<file path="src/rtl/pixel_pkg.sv">
// Shared pixel types and helpers for the reorder path.
// Default widths and raster index arithmetic.
package pixel_pkg;

  localparam int PIX_COORD_W  = 11;
  localparam int PIX_COLOUR_W = 24;

  typedef struct packed {
    logic [PIX_COORD_W-1:0]  x;
    logic [PIX_COORD_W-1:0]  y;
    logic [PIX_COLOUR_W-1:0] colour;
  } pixel_t;

  function automatic logic [31:0] lin_idx(
    input logic [31:0] x,
    input logic [31:0] y,
    input logic [31:0] w
  );
    return y * w + x;
  endfunction

endpackage

</file>
<file path="src/rtl/rr_arbiter.sv">
// Round-robin arbiter, one-hot grant per cycle.
// Priority moves to the requester after the last one granted.
module rr_arbiter #(
  parameter int N = 4
) (
  input  logic         clk,
  input  logic         reset,
  input  logic [N-1:0] req,
  output logic [N-1:0] gnt
);

  localparam int PW = (N > 1) ? $clog2(N) : 1;

  logic [PW-1:0] ptr_q;
  logic [PW-1:0] ptr_d;

  // First requester at or after the priority pointer wins.
  always_comb begin
    logic          found;
    logic [PW-1:0] idx;
    gnt   = '0;
    ptr_d = ptr_q;
    found = 1'b0;
    for (int k = 0; k < N; k++) begin
      idx = PW'((int'(ptr_q) + k) % N);
      if (req[idx] && !found) begin
        found    = 1'b1;
        gnt[idx] = 1'b1;
        ptr_d    = PW'((int'(idx) + 1) % N);
      end
    end
  end

  // Priority pointer register.
  always_ff @(posedge clk) begin
    if (reset) ptr_q <= '0;
    else       ptr_q <= ptr_d;
  end

endmodule

</file>
<file path="src/rtl/pixel_reorder_buffer.sv">
// Reorder buffer: gathers pixels from several engines in any order
// and releases them as a raster-ordered valid/ready stream.
module pixel_reorder_buffer
  import pixel_pkg::*;
#(
  parameter int NUM_ENGINES = 4,
  parameter int COORD_W     = PIX_COORD_W,
  parameter int COLOUR_W    = PIX_COLOUR_W,
  parameter int IMG_W       = 640,
  parameter int IMG_H       = 480,
  parameter int DEPTH       = 16,
  localparam int IDX_W      = $clog2(IMG_W * IMG_H)
) (
  input  logic                            clk,
  input  logic                            reset,
  input  logic [NUM_ENGINES-1:0]          in_valid,
  output logic [NUM_ENGINES-1:0]          in_ready,
  input  logic [NUM_ENGINES*COORD_W-1:0]  in_x,
  input  logic [NUM_ENGINES*COORD_W-1:0]  in_y,
  input  logic [NUM_ENGINES*COLOUR_W-1:0] in_colour,
  output logic                            out_valid,
  input  logic                            out_ready,
  output logic [COORD_W-1:0]              out_x,
  output logic [COORD_W-1:0]              out_y,
  output logic [COLOUR_W-1:0]             out_colour,
  output logic                            out_sof,
  output logic                            out_eol,
  output logic [$clog2(DEPTH+1)-1:0]      occupancy,
  output logic                            err_dup,
  output logic                            err_range
);

  localparam int FRAME = IMG_W * IMG_H;
  localparam int PTR_W = $clog2(DEPTH);
  localparam int OCC_W = $clog2(DEPTH + 1);
  localparam int EW    = (NUM_ENGINES > 1) ? $clog2(NUM_ENGINES) : 1;
  localparam logic [COORD_W-1:0] X_LAST = COORD_W'(IMG_W - 1);
  localparam logic [COORD_W-1:0] Y_LAST = COORD_W'(IMG_H - 1);

  logic [DEPTH-1:0]    slot_v_q, slot_v_d;
  logic [COLOUR_W-1:0] slot_c_q [DEPTH];
  logic [COLOUR_W-1:0] slot_c_d [DEPTH];
  logic [PTR_W-1:0]    rd_ptr_q, rd_ptr_d;
  logic [COORD_W-1:0]  exp_x_q, exp_x_d;
  logic [COORD_W-1:0]  exp_y_q, exp_y_d;
  logic [IDX_W-1:0]    exp_idx_q, exp_idx_d;
  logic                out_valid_q, out_valid_d;
  logic [COORD_W-1:0]  out_x_q, out_x_d;
  logic [COORD_W-1:0]  out_y_q, out_y_d;
  logic [COLOUR_W-1:0] out_colour_q, out_colour_d;
  logic                out_sof_q, out_sof_d;
  logic                out_eol_q, out_eol_d;
  logic [OCC_W-1:0]    occ_q, occ_d;
  logic                err_dup_q, err_dup_d;
  logic                err_range_q, err_range_d;

  logic [COORD_W-1:0]   e_x    [NUM_ENGINES];
  logic [COORD_W-1:0]   e_y    [NUM_ENGINES];
  logic [COLOUR_W-1:0]  e_c    [NUM_ENGINES];
  logic [31:0]          e_off  [NUM_ENGINES];
  logic [PTR_W-1:0]     e_slot [NUM_ENGINES];
  logic [NUM_ENGINES-1:0] e_bad, e_win, e_dup, req, gnt;
  logic [EW-1:0]        g_idx;
  logic                 acc, wr, pop;

  // Classify each engine's offer against the current raster window.
  always_comb begin
    logic [31:0] l;
    l = '0;
    for (int i = 0; i < NUM_ENGINES; i++) begin
      e_x[i] = in_x[i*COORD_W +: COORD_W];
      e_y[i] = in_y[i*COORD_W +: COORD_W];
      e_c[i] = in_colour[i*COLOUR_W +: COLOUR_W];
      l = lin_idx(32'(e_x[i]), 32'(e_y[i]), 32'(IMG_W));
      if (l >= 32'(exp_idx_q))
        e_off[i] = l - 32'(exp_idx_q);
      else
        e_off[i] = l + 32'(FRAME) - 32'(exp_idx_q);
      e_slot[i] = rd_ptr_q + e_off[i][PTR_W-1:0];
      e_bad[i]  = (32'(e_x[i]) >= 32'(IMG_W)) ||
                  (32'(e_y[i]) >= 32'(IMG_H));
      e_win[i]  = !e_bad[i] && (e_off[i] < 32'(DEPTH));
      e_dup[i]  = e_win[i] && slot_v_q[e_slot[i]];
      req[i]    = !reset && in_valid[i] && (e_bad[i] || e_win[i]);
    end
  end

  rr_arbiter #(
    .N(NUM_ENGINES)
  ) u_arb (
    .clk  (clk),
    .reset(reset),
    .req  (req),
    .gnt  (gnt)
  );

  assign in_ready = gnt;

  // Encode the one-hot grant.
  always_comb begin
    g_idx = '0;
    for (int i = 0; i < NUM_ENGINES; i++)
      if (gnt[i]) g_idx = EW'(i);
  end

  // Slot write, head pop, raster advance and output staging.
  always_comb begin
    acc = |gnt;
    wr  = acc && e_win[g_idx] && !e_dup[g_idx];
    pop = slot_v_q[rd_ptr_q] && (!out_valid_q || out_ready);

    slot_v_d     = slot_v_q;
    slot_c_d     = slot_c_q;
    rd_ptr_d     = rd_ptr_q;
    exp_x_d      = exp_x_q;
    exp_y_d      = exp_y_q;
    exp_idx_d    = exp_idx_q;
    out_valid_d  = out_valid_q;
    out_x_d      = out_x_q;
    out_y_d      = out_y_q;
    out_colour_d = out_colour_q;
    out_sof_d    = out_sof_q;
    out_eol_d    = out_eol_q;
    err_dup_d    = acc && e_dup[g_idx];
    err_range_d  = acc && e_bad[g_idx];
    occ_d        = occ_q + OCC_W'(wr) - OCC_W'(pop);

    if (wr) begin
      slot_v_d[e_slot[g_idx]] = 1'b1;
      slot_c_d[e_slot[g_idx]] = e_c[g_idx];
    end

    if (pop) begin
      out_valid_d        = 1'b1;
      out_x_d            = exp_x_q;
      out_y_d            = exp_y_q;
      out_colour_d       = slot_c_q[rd_ptr_q];
      out_sof_d          = (exp_idx_q == '0);
      out_eol_d          = (exp_x_q == X_LAST);
      slot_v_d[rd_ptr_q] = 1'b0;
      rd_ptr_d           = rd_ptr_q + PTR_W'(1);
      if (exp_x_q == X_LAST) begin
        exp_x_d = '0;
        if (exp_y_q == Y_LAST) begin
          exp_y_d   = '0;
          exp_idx_d = '0;
        end else begin
          exp_y_d   = exp_y_q + COORD_W'(1);
          exp_idx_d = exp_idx_q + IDX_W'(1);
        end
      end else begin
        exp_x_d   = exp_x_q + COORD_W'(1);
        exp_idx_d = exp_idx_q + IDX_W'(1);
      end
    end else if (out_valid_q && out_ready) begin
      out_valid_d = 1'b0;
    end
  end

  // Control and output state.
  always_ff @(posedge clk) begin
    if (reset) begin
      slot_v_q     <= '0;
      rd_ptr_q     <= '0;
      exp_x_q      <= '0;
      exp_y_q      <= '0;
      exp_idx_q    <= '0;
      out_valid_q  <= 1'b0;
      out_x_q      <= '0;
      out_y_q      <= '0;
      out_colour_q <= '0;
      out_sof_q    <= 1'b0;
      out_eol_q    <= 1'b0;
      occ_q        <= '0;
      err_dup_q    <= 1'b0;
      err_range_q  <= 1'b0;
    end else begin
      slot_v_q     <= slot_v_d;
      rd_ptr_q     <= rd_ptr_d;
      exp_x_q      <= exp_x_d;
      exp_y_q      <= exp_y_d;
      exp_idx_q    <= exp_idx_d;
      out_valid_q  <= out_valid_d;
      out_x_q      <= out_x_d;
      out_y_q      <= out_y_d;
      out_colour_q <= out_colour_d;
      out_sof_q    <= out_sof_d;
      out_eol_q    <= out_eol_d;
      occ_q        <= occ_d;
      err_dup_q    <= err_dup_d;
      err_range_q  <= err_range_d;
    end
  end

  // Slot colour storage; validity is tracked separately.
  always_ff @(posedge clk) begin
    slot_c_q <= slot_c_d;
  end

  assign out_valid  = out_valid_q;
  assign out_x      = out_x_q;
  assign out_y      = out_y_q;
  assign out_colour = out_colour_q;
  assign out_sof    = out_sof_q;
  assign out_eol    = out_eol_q;
  assign occupancy  = occ_q;
  assign err_dup    = err_dup_q;
  assign err_range  = err_range_q;

endmodule

</file>
<file path="config.mk">
export PLATFORM = sky130hd
export DESIGN_NAME = pixel_reorder_buffer
export DESIGN_NICKNAME = d
export VERILOG_FILES = /design/src/rtl/pixel_pkg.sv /design/src/rtl/rr_arbiter.sv /design/src/rtl/pixel_reorder_buffer.sv
export SDC_FILE = /design/constraint.sdc
export NUM_CORES = 1
export LEC_CHECK = 0
export ABC_AREA = 1
export ABC_CLOCK_PERIOD_IN_PS = 21600
export BUFFER_PORTS_ARGS = -buffer_cell sky130_fd_sc_hd__buf_2
export CAP_MARGIN = 20
export CORE_UTILIZATION = 50
export DETAILED_ROUTE_END_ITERATION = 10
export PLACE_DENSITY = 0.76
export SYNTH_ARGS = -nofsm -noshare
export SYNTH_HDL_FRONTEND = slang
export SYNTH_SLANG_ARGS = --single-unit
</file>
<file path="constraint.sdc">
create_clock -name clk -period 21.6 [get_ports clk]
set_input_delay 4.32 -clock clk [delete_from_list [all_inputs] [get_ports clk]]
set_output_delay 4.32 -clock clk [all_outputs]
set_load 0.01 [all_outputs]
</file>
# --- Yosys cells after proc, flatten, opt, wreduce, memory -nomap -nowiden ---
# Cells that the tools add are included.
classes:
  n_reduce_logical: 56
  eq_ne: 2
  order_cmp: 37
  mux: 74
  multipliers: 4
  bitwise_logic: 9
  add_sub_neg: 32
op_table:
  columns: ["op", "count"]
  rows:
  - ["384-bit bitwise mux", 1]
  - ["32-bit by 5-bit < comparator with 1-bit output, second input constant", 4]
  - ["32-bit two-way mux", 4]
  - ["24-bit two-way mux", 5]
  - ["24-bit binary-select mux with 4-bit select", 1]
  - ["24-bit demux with 4-bit select", 1]
  - ["23-bit by 19-bit subtractor with 24-bit output", 4]
  - ["22-bit by 19-bit adder with 23-bit output, second input constant", 4]
  - ["22-bit by 19-bit subtractor with 23-bit output", 4]
  - ["21-bit by 11-bit adder with 22-bit output", 4]
  - ["22-bit by 19-bit >= comparator with 1-bit output", 4]
  - ["11-bit by 3-bit multiplier with 14-bit output, second input constant", 4]
  - ["24-bit binary-select mux with 2-bit select", 1]
  - ["11-bit by 10-bit >= comparator with 1-bit output, second input constant", 4]
  - ["11-bit by 9-bit >= comparator with 1-bit output, second input constant", 4]
  - ["19-bit two-way mux", 2]
  - ["1-bit logical AND", 32]
  - ["16-bit two-way mux", 2]
  - ["4-bit by 5-bit < comparator with 1-bit output, second input constant", 6]
  - ["1-bit two-way mux", 24]
  - ["4-bit two-way mux", 6]
  - ["11-bit by 1-bit adder with 11-bit output, second input constant", 2]
  - ["11-bit two-way mux", 2]
  - ["1-bit binary-select mux with 4-bit select", 5]
  - ["other kinds (33)", 84]
word_totals:
  wordCells: 245
  reg_bits: 503

# --- Longest topological paths before layout ---
logic_depth:
  word_depth: 36
  depth_mapped: 57
  ltp_nobuf: 55

# --- Hierarchy ---
# A second synthesis with hierarchy kept.
unflattened:
  hier_cells: 4781
  area_unflattened_um2: 38040.2
by_module_without_submodules:
  columns: ["module", "area_each_um2", "seq_area_each_um2", "n_inst", "cells_each"]
  rows:
  - ["pixel_reorder_buffer", 37546.0, 13873.3, 1, 4699]
  - ["rr_arbiter", 494.2, 40.0, 1, 82]

# --- Worst setup path before layout ---
# No wires, ideal clock.
synth_path:
  kind: "input -> output"
  from: "in in_y[12]"
  to: "out in_ready[0]"
  arrival_ns: 9.108
  stages: 37
  path_slack_ns: 8.172
  cell_sequence: "ha_1 > ha_1 > fa_1 > inv_1 > nor2_1 > nand3_1 > or3_1 > nor2_1 > nand3_1 > xor2_1 > inv_1 > ha_1 > inv_1 > ha_1 > inv_1 > nor2_1 > inv_1 > nor3_1 > nand4_1 > nand3_1 > nand2_1 > nand3_1 > nand3_1 > nor2_1 > nand3_1 > nand2_1 > nand2_1 > nand2_1 > nand3_2 > nand3_4 > nand2_4 > nand2_4 > inv_2 > nand3_1 > o211ai_1 > a21oi_1 > inv_1"
synth_via:
  elab_chain_len: 21
  word_cells_on_any_way: 38
synth_rtl:
  columns: ["element", "line_no", "rtl"]
  rows:
  - ["start, declared", "pixel_reorder_buffer.sv:19", "input logic [NUM_ENGINES*COORD_W-1:0] in_y,"]
  - ["11-bit by 3-bit multiplier with 14-bit output", "pixel_pkg.sv:19", "return y * w + x;"]
  - ["21-bit by 11-bit adder with 22-bit output", "pixel_pkg.sv:19", null]
  - ["22-bit by 19-bit adder with 23-bit output", "pixel_reorder_buffer.sv:78", "e_off[i] = l + 32'(FRAME) - 32'(exp_idx_q);"]
  - ["23-bit by 19-bit subtractor with 24-bit output", "pixel_reorder_buffer.sv:78", null]
  - ["32-bit two-way mux", "pixel_reorder_buffer.sv:75", "if (l >= 32'(exp_idx_q))"]
  - ["32-bit by 5-bit < comparator with 1-bit output", "pixel_reorder_buffer.sv:82", "e_win[i] = !e_bad[i] && (e_off[i] < 32'(DEPTH));"]
  - ["1-bit logical AND", "pixel_reorder_buffer.sv:82", null]
  - ["1-bit logical OR *", "pixel_reorder_buffer.sv:84", "req[i] = !reset && in_valid[i] && (e_bad[i] || e_win[i]);"]
  - ["(+5 left out)", null, null]
  - ["1-bit logical AND", "rr_arbiter.sv:26", "if (req[idx] && !found) begin"]
  - ["1-bit two-way mux", "rr_arbiter.sv:26", null]
  - ["1-bit logical NOT", "rr_arbiter.sv:26", null]
  - ["1-bit logical AND", "rr_arbiter.sv:26", null]
  - ["1-bit two-way mux", "rr_arbiter.sv:26", null]
  - ["1-bit logical NOT", "rr_arbiter.sv:26", null]
  - ["1-bit logical AND", "rr_arbiter.sv:26", null]
  - ["4-bit two-way mux *", "rr_arbiter.sv:26", null]
  - ["end, declared", "pixel_reorder_buffer.sv:17", "output logic [NUM_ENGINES-1:0] in_ready,"]
# Every way passes the cells marked *; elsewhere a longest branch is shown, timed or not. The select of a mux whose other input is x is not followed.

# --- Final worst setup path ---
# Ends and elaborated chain as after synthesis.

==> results.md <==
* Status: finished, final reports clean
* Post-synthesis mux area share at 0.107%
* Post-Layout Cell Count at 5883
* Worst min path class: flop to flop
* PD cells at 124 nW/um^2
* Routability cong. at 1.02
* DIE HEIGHT at 275 um
* Post-synthesis cell area at 37300 um^2
* Unrepaired setup endpoints after global routing: no
* CTS max path bufs at 3
* Slowest stage delay, CP at 0.50 ns
* Worst Hold Path EP: out_sof$_SDFFE_PP0P_
* Filler cell count at 6615
* Max-slew headroom at 25.3%
* Clock share of power at 16.2%
* Internal at 2.79 mW
* Max-cap violations at 0
* Hold_ws at 0.462 ns
* Final nets at 5458
* DIE AREA at 75700 um^2
* Sw Ratio at 45.3%
* Synth Instances at 4650
* Cell mode on critical path: nand3_1
* Antenna violations before repair at 3
* Largest family of logic cells by synthesized area: simple AND/OR/NAND/NOR gates
* Clock Tree Root: clkbuf_16
* Number of vias per cell at 5.71
* Compound-Gate Fraction of Synth Area at 14.6%
* Measured slew at the worst slew-check pin at 1.12 ns
* Detailed Route Iter0 Violations at 3191
* Leading area contributor after synthesis: edfxtp_1
* Pre-antenna DRT Iters at 8
* Setup violation total in the final timing report at 0
* Simple-Gate Fraction of Synth Area at 23.3%
* Main area contributors after synthesis: edfxtp_1 (31%), ha_1 (10%), nand2_1 (8.4%)
* Reg2reg end: occupancy[4]$_SDFF_PP0_
* Inst Count DP at 5788
* Sink Count at 503
* Switching power of the nets at 2.31 mW
* Hold Vio Cnt, Final at 0
* DP Worst Slack at 6.99 ns
* CTS tree: done
* Post-synth ARST share at 0%
* Combinational fraction of design power at 53.7%
* IO buf count at 250
* IO Pins at 251
* Routed vias at 33.6k
* Synth Area per Inst at 8.03 um^2
* Final WL at 111000 um
* Worst reg-to-reg setup slack at 13.46 ns
* Crit path capture type: primary output
* Row Count at 99
* Detailed Place HPWL at 77800 um
* Adder-cell share of the synthesized area at 14.2%
* Critical-path top delay cell: fa_1
* Worst-case reg-to-reg path depth at 37
* Post-CTS sizing at 0
* Post-synth EDFFs at 384
* Total GRT Usage at 28.5%
* Period Utilization, post-route at 67.8%
* Post-route setup TNS at 0 ns
* Crit Path Category: input pin to primary output
* Global-route wire length before repair at 168000 um
* Share of power burned in registers at 30.1%
* H-tree depth at 2
* Core footprint at 73500 um^2
* Setup crit start kind: input pin
* Total global routing overflow at 0
* Layout area overhead at 10.5%
* Crit path arrival time at 10.32 ns
* Crit path max fanout at 10
* Clock transition at path regs at 0.06 ns
* CP bufs+invs at 9
* Hold path start: out_sof$_SDFFE_PP0P_
* Power Total at 5.11 mW
* Peak supply drop at 0.147 mV
* Top achievable clock speed at 0.0683 GHz
* Most common flop cell mapped by yosys: edfxtp_1
* Reg2reg start: exp_idx_q[13]$_SDFFE_PP0P_
* Post-route ant nets at 0
* Die W at 275 um
* Post-CTS Setup Inserts at 0
* Clock skew at 0.0332 ns
* Initial Utilization at 50.8%
* Hold_buf cts at 0
* Required @ worst endpoint at 17.28 ns
* Routed len/inst at 18.8 um
* Largest net degree at the start of global routing at 108
* Top delay family on crit path: simple AND/OR/NAND/NOR gates
* DRC Markers at 0
* Vias in the first global route at 31.3k
* Worst path depth at 39
* Worst skew pair latency at 0.59 ns
* WHS Path Cells at 2
* Min Tclk post-route at 14.64 ns
* Sequential element share of the synthesized area at 37.3%
* Final-report max-slew violation count at 0
* Syn. warnings at 0
* XOR/XNOR Fraction of Synth Area at 2.97%
* Synth Register Bits at 503
* Top-area cell type share of the netlist area at 30.9%
* Setup ws final at 6.96 ns
* Cts bufs inserted at 47
* Leak pwr at 18.4 nW
* Netlist cell types at 67
* Share of layout cells above drive strength 1 at 10.9%
[stage by stage]
stage	util [%]	instance area, um^2
finish	56.2	41300
global route	56.2	41200
CTS	56.1	41200
detailed placement	54.0	39700
global placement	54.0	39600
floorplan	-	37300
[cell families after synthesis]
| group | count (synthesis) |
|---|---|
| AND/OR/NAND/NOR | 1935 |
| AO/OA/AOI/OAI | 970 |
| buffers and inverters | 732 |
| flip-flops | 503 |
| adder cells (fa/ha/maj) | 381 |
| XOR/XNOR | 124 |
| multiplexers | 4 |
| other | 1 |
[worst max path at each step]
stage / slack [ns] / end / start
6_report: 6.96 / in_ready[0] / in_y[12]
2_1_floorplan: 8.17 / in_ready[0] / in_y[12]
4_1_cts: 6.96 / in_ready[0] / in_y[12]
3_3_place_gp: 7.14 / in_ready[0] / in_y[12]
3_5_place_dp: 6.99 / in_ready[0] / in_y[12]
5_1_grt: 6.46 / in_ready[0] / in_y[12]
[cells in the final DEF (no fill, tap or decap), types with 8 or more instances in the layout]
master,instances
buf_2,250
clkbuf_16,47
nand2_4,13
xor2_1,84
o21ai_0,430
nand2_1,834
nand2_2,28
a21oi_1,268
o21bai_1,16
nor4_1,15
inv_1,586
xnor2_1,37
nor2_4,12
edfxtp_1,384
nand3b_1,23
o21ai_1,8
dfxtp_1,117
clkbuf_1,9
a21boi_0,10
conb_1,8
o211ai_1,8
nor2_1,526
a21o_1,9
a22o_1,12
nor2_2,24
buf_4,55
a21oi_2,11
o21a_1,8
a31oi_1,12
nand4_1,72
a221oi_1,31
inv_2,17
nand3_1,272
a211oi_1,12
clkinv_2,9
fa_1,73
o22ai_1,120
ha_1,308
nor3_1,48
nand3_2,30
[power groups by stage]
| stage | Sequential (mW) | Combinational (mW) | Clock (mW) |
|---|---|---|---|
| floorplan | 1.55 | 1.90 | 0 |
| global placement | 1.56 | 2.61 | 0 |
| detailed placement | 1.56 | 2.65 | 0 |
| CTS | 1.54 | 2.66 | 0.833 |
| global route | 1.55 | 3.03 | 0.869 |
| finish | 1.54 | 2.74 | 0.827 |
[worst register-to-register path, delay by kind of cell (launching register included)]
kind | cells | cell delay, ns
simple gates | 22 | 3.43
buf+inv | 4 | 0.89
compound gates | 6 | 1.17
flops | 1 | 0.79
fa+ha+maj | 5 | 1.81
[Yosys cell counts, types with 4 or more instances]
library cell  count
buf_2             5
dfxtp_1         119
nand3b_1         23
nor3b_1           6
nand3_1         272
nand2_4          13
inv_2            14
nand2_1         834
inv_1           590
clkbuf_1        108
nor3_1           48
ha_1            308
a211oi_1         12
nor2_2           21
a21oi_1         268
xor2_1           84
and3_1            6
nor2_1          529
a21o_1            9
mux2i_1           4
nand3_4           7
buf_1             7
edfxtp_1        384
o21bai_1         16
nand4_1          72
o21a_1            8
xnor2_1          37
nor2_4           12
o21ai_1           8
nor4_1           15
nand4_2           4
nand2_2          28
fa_1             73
a221oi_1         31
a31oi_1          12
nand3_2          30
o22ai_1         120
and2_1            6
o21ai_0         430
a21oi_2          11
a22o_1           12
o211ai_1          8
a21boi_0         10
[metal layers]
layer	global-route usage [%]	wire [um]	vias up
met5	0	6	-
met4	13.2	5350	2
met3	3.72	9100	271
met2	46.9	50100	1508
met1	37.3	46000	15500
li1	-	-	16300
[flip-flops by register name (all words and copies together) (netlist names), 5 cells and up]
| name | flops |
|---|---|
| exp_y_q | 11 |
| out_y | 11 |
| occupancy | 5 |
| exp_x_q | 11 |
| out_colour | 24 |
| exp_idx_q | 19 |
| slot_v_q | 16 |
| slot_c_q | 384 |
| out_x | 11 |
[cell type report]
type | count | area, um^2 | share of cell area [%]
Inverter | 607 | 2280 | 5.54
Sequential cell | 503 | 13900 | 33.7
Clock inverter | 22 | 231 | 0.561
Antenna cell | 2 | 5.00 | 0.0121
Multi-Input combinational cell | 3422 | 20600 | 50.0
Tap cell | 959 | 1200 | 2.91
Timing Repair Buffer | 305 | 1660 | 4.03
Clock buffer | 63 | 1310 | 3.17
No activity file was read; power rests on OpenSTA's default activity.
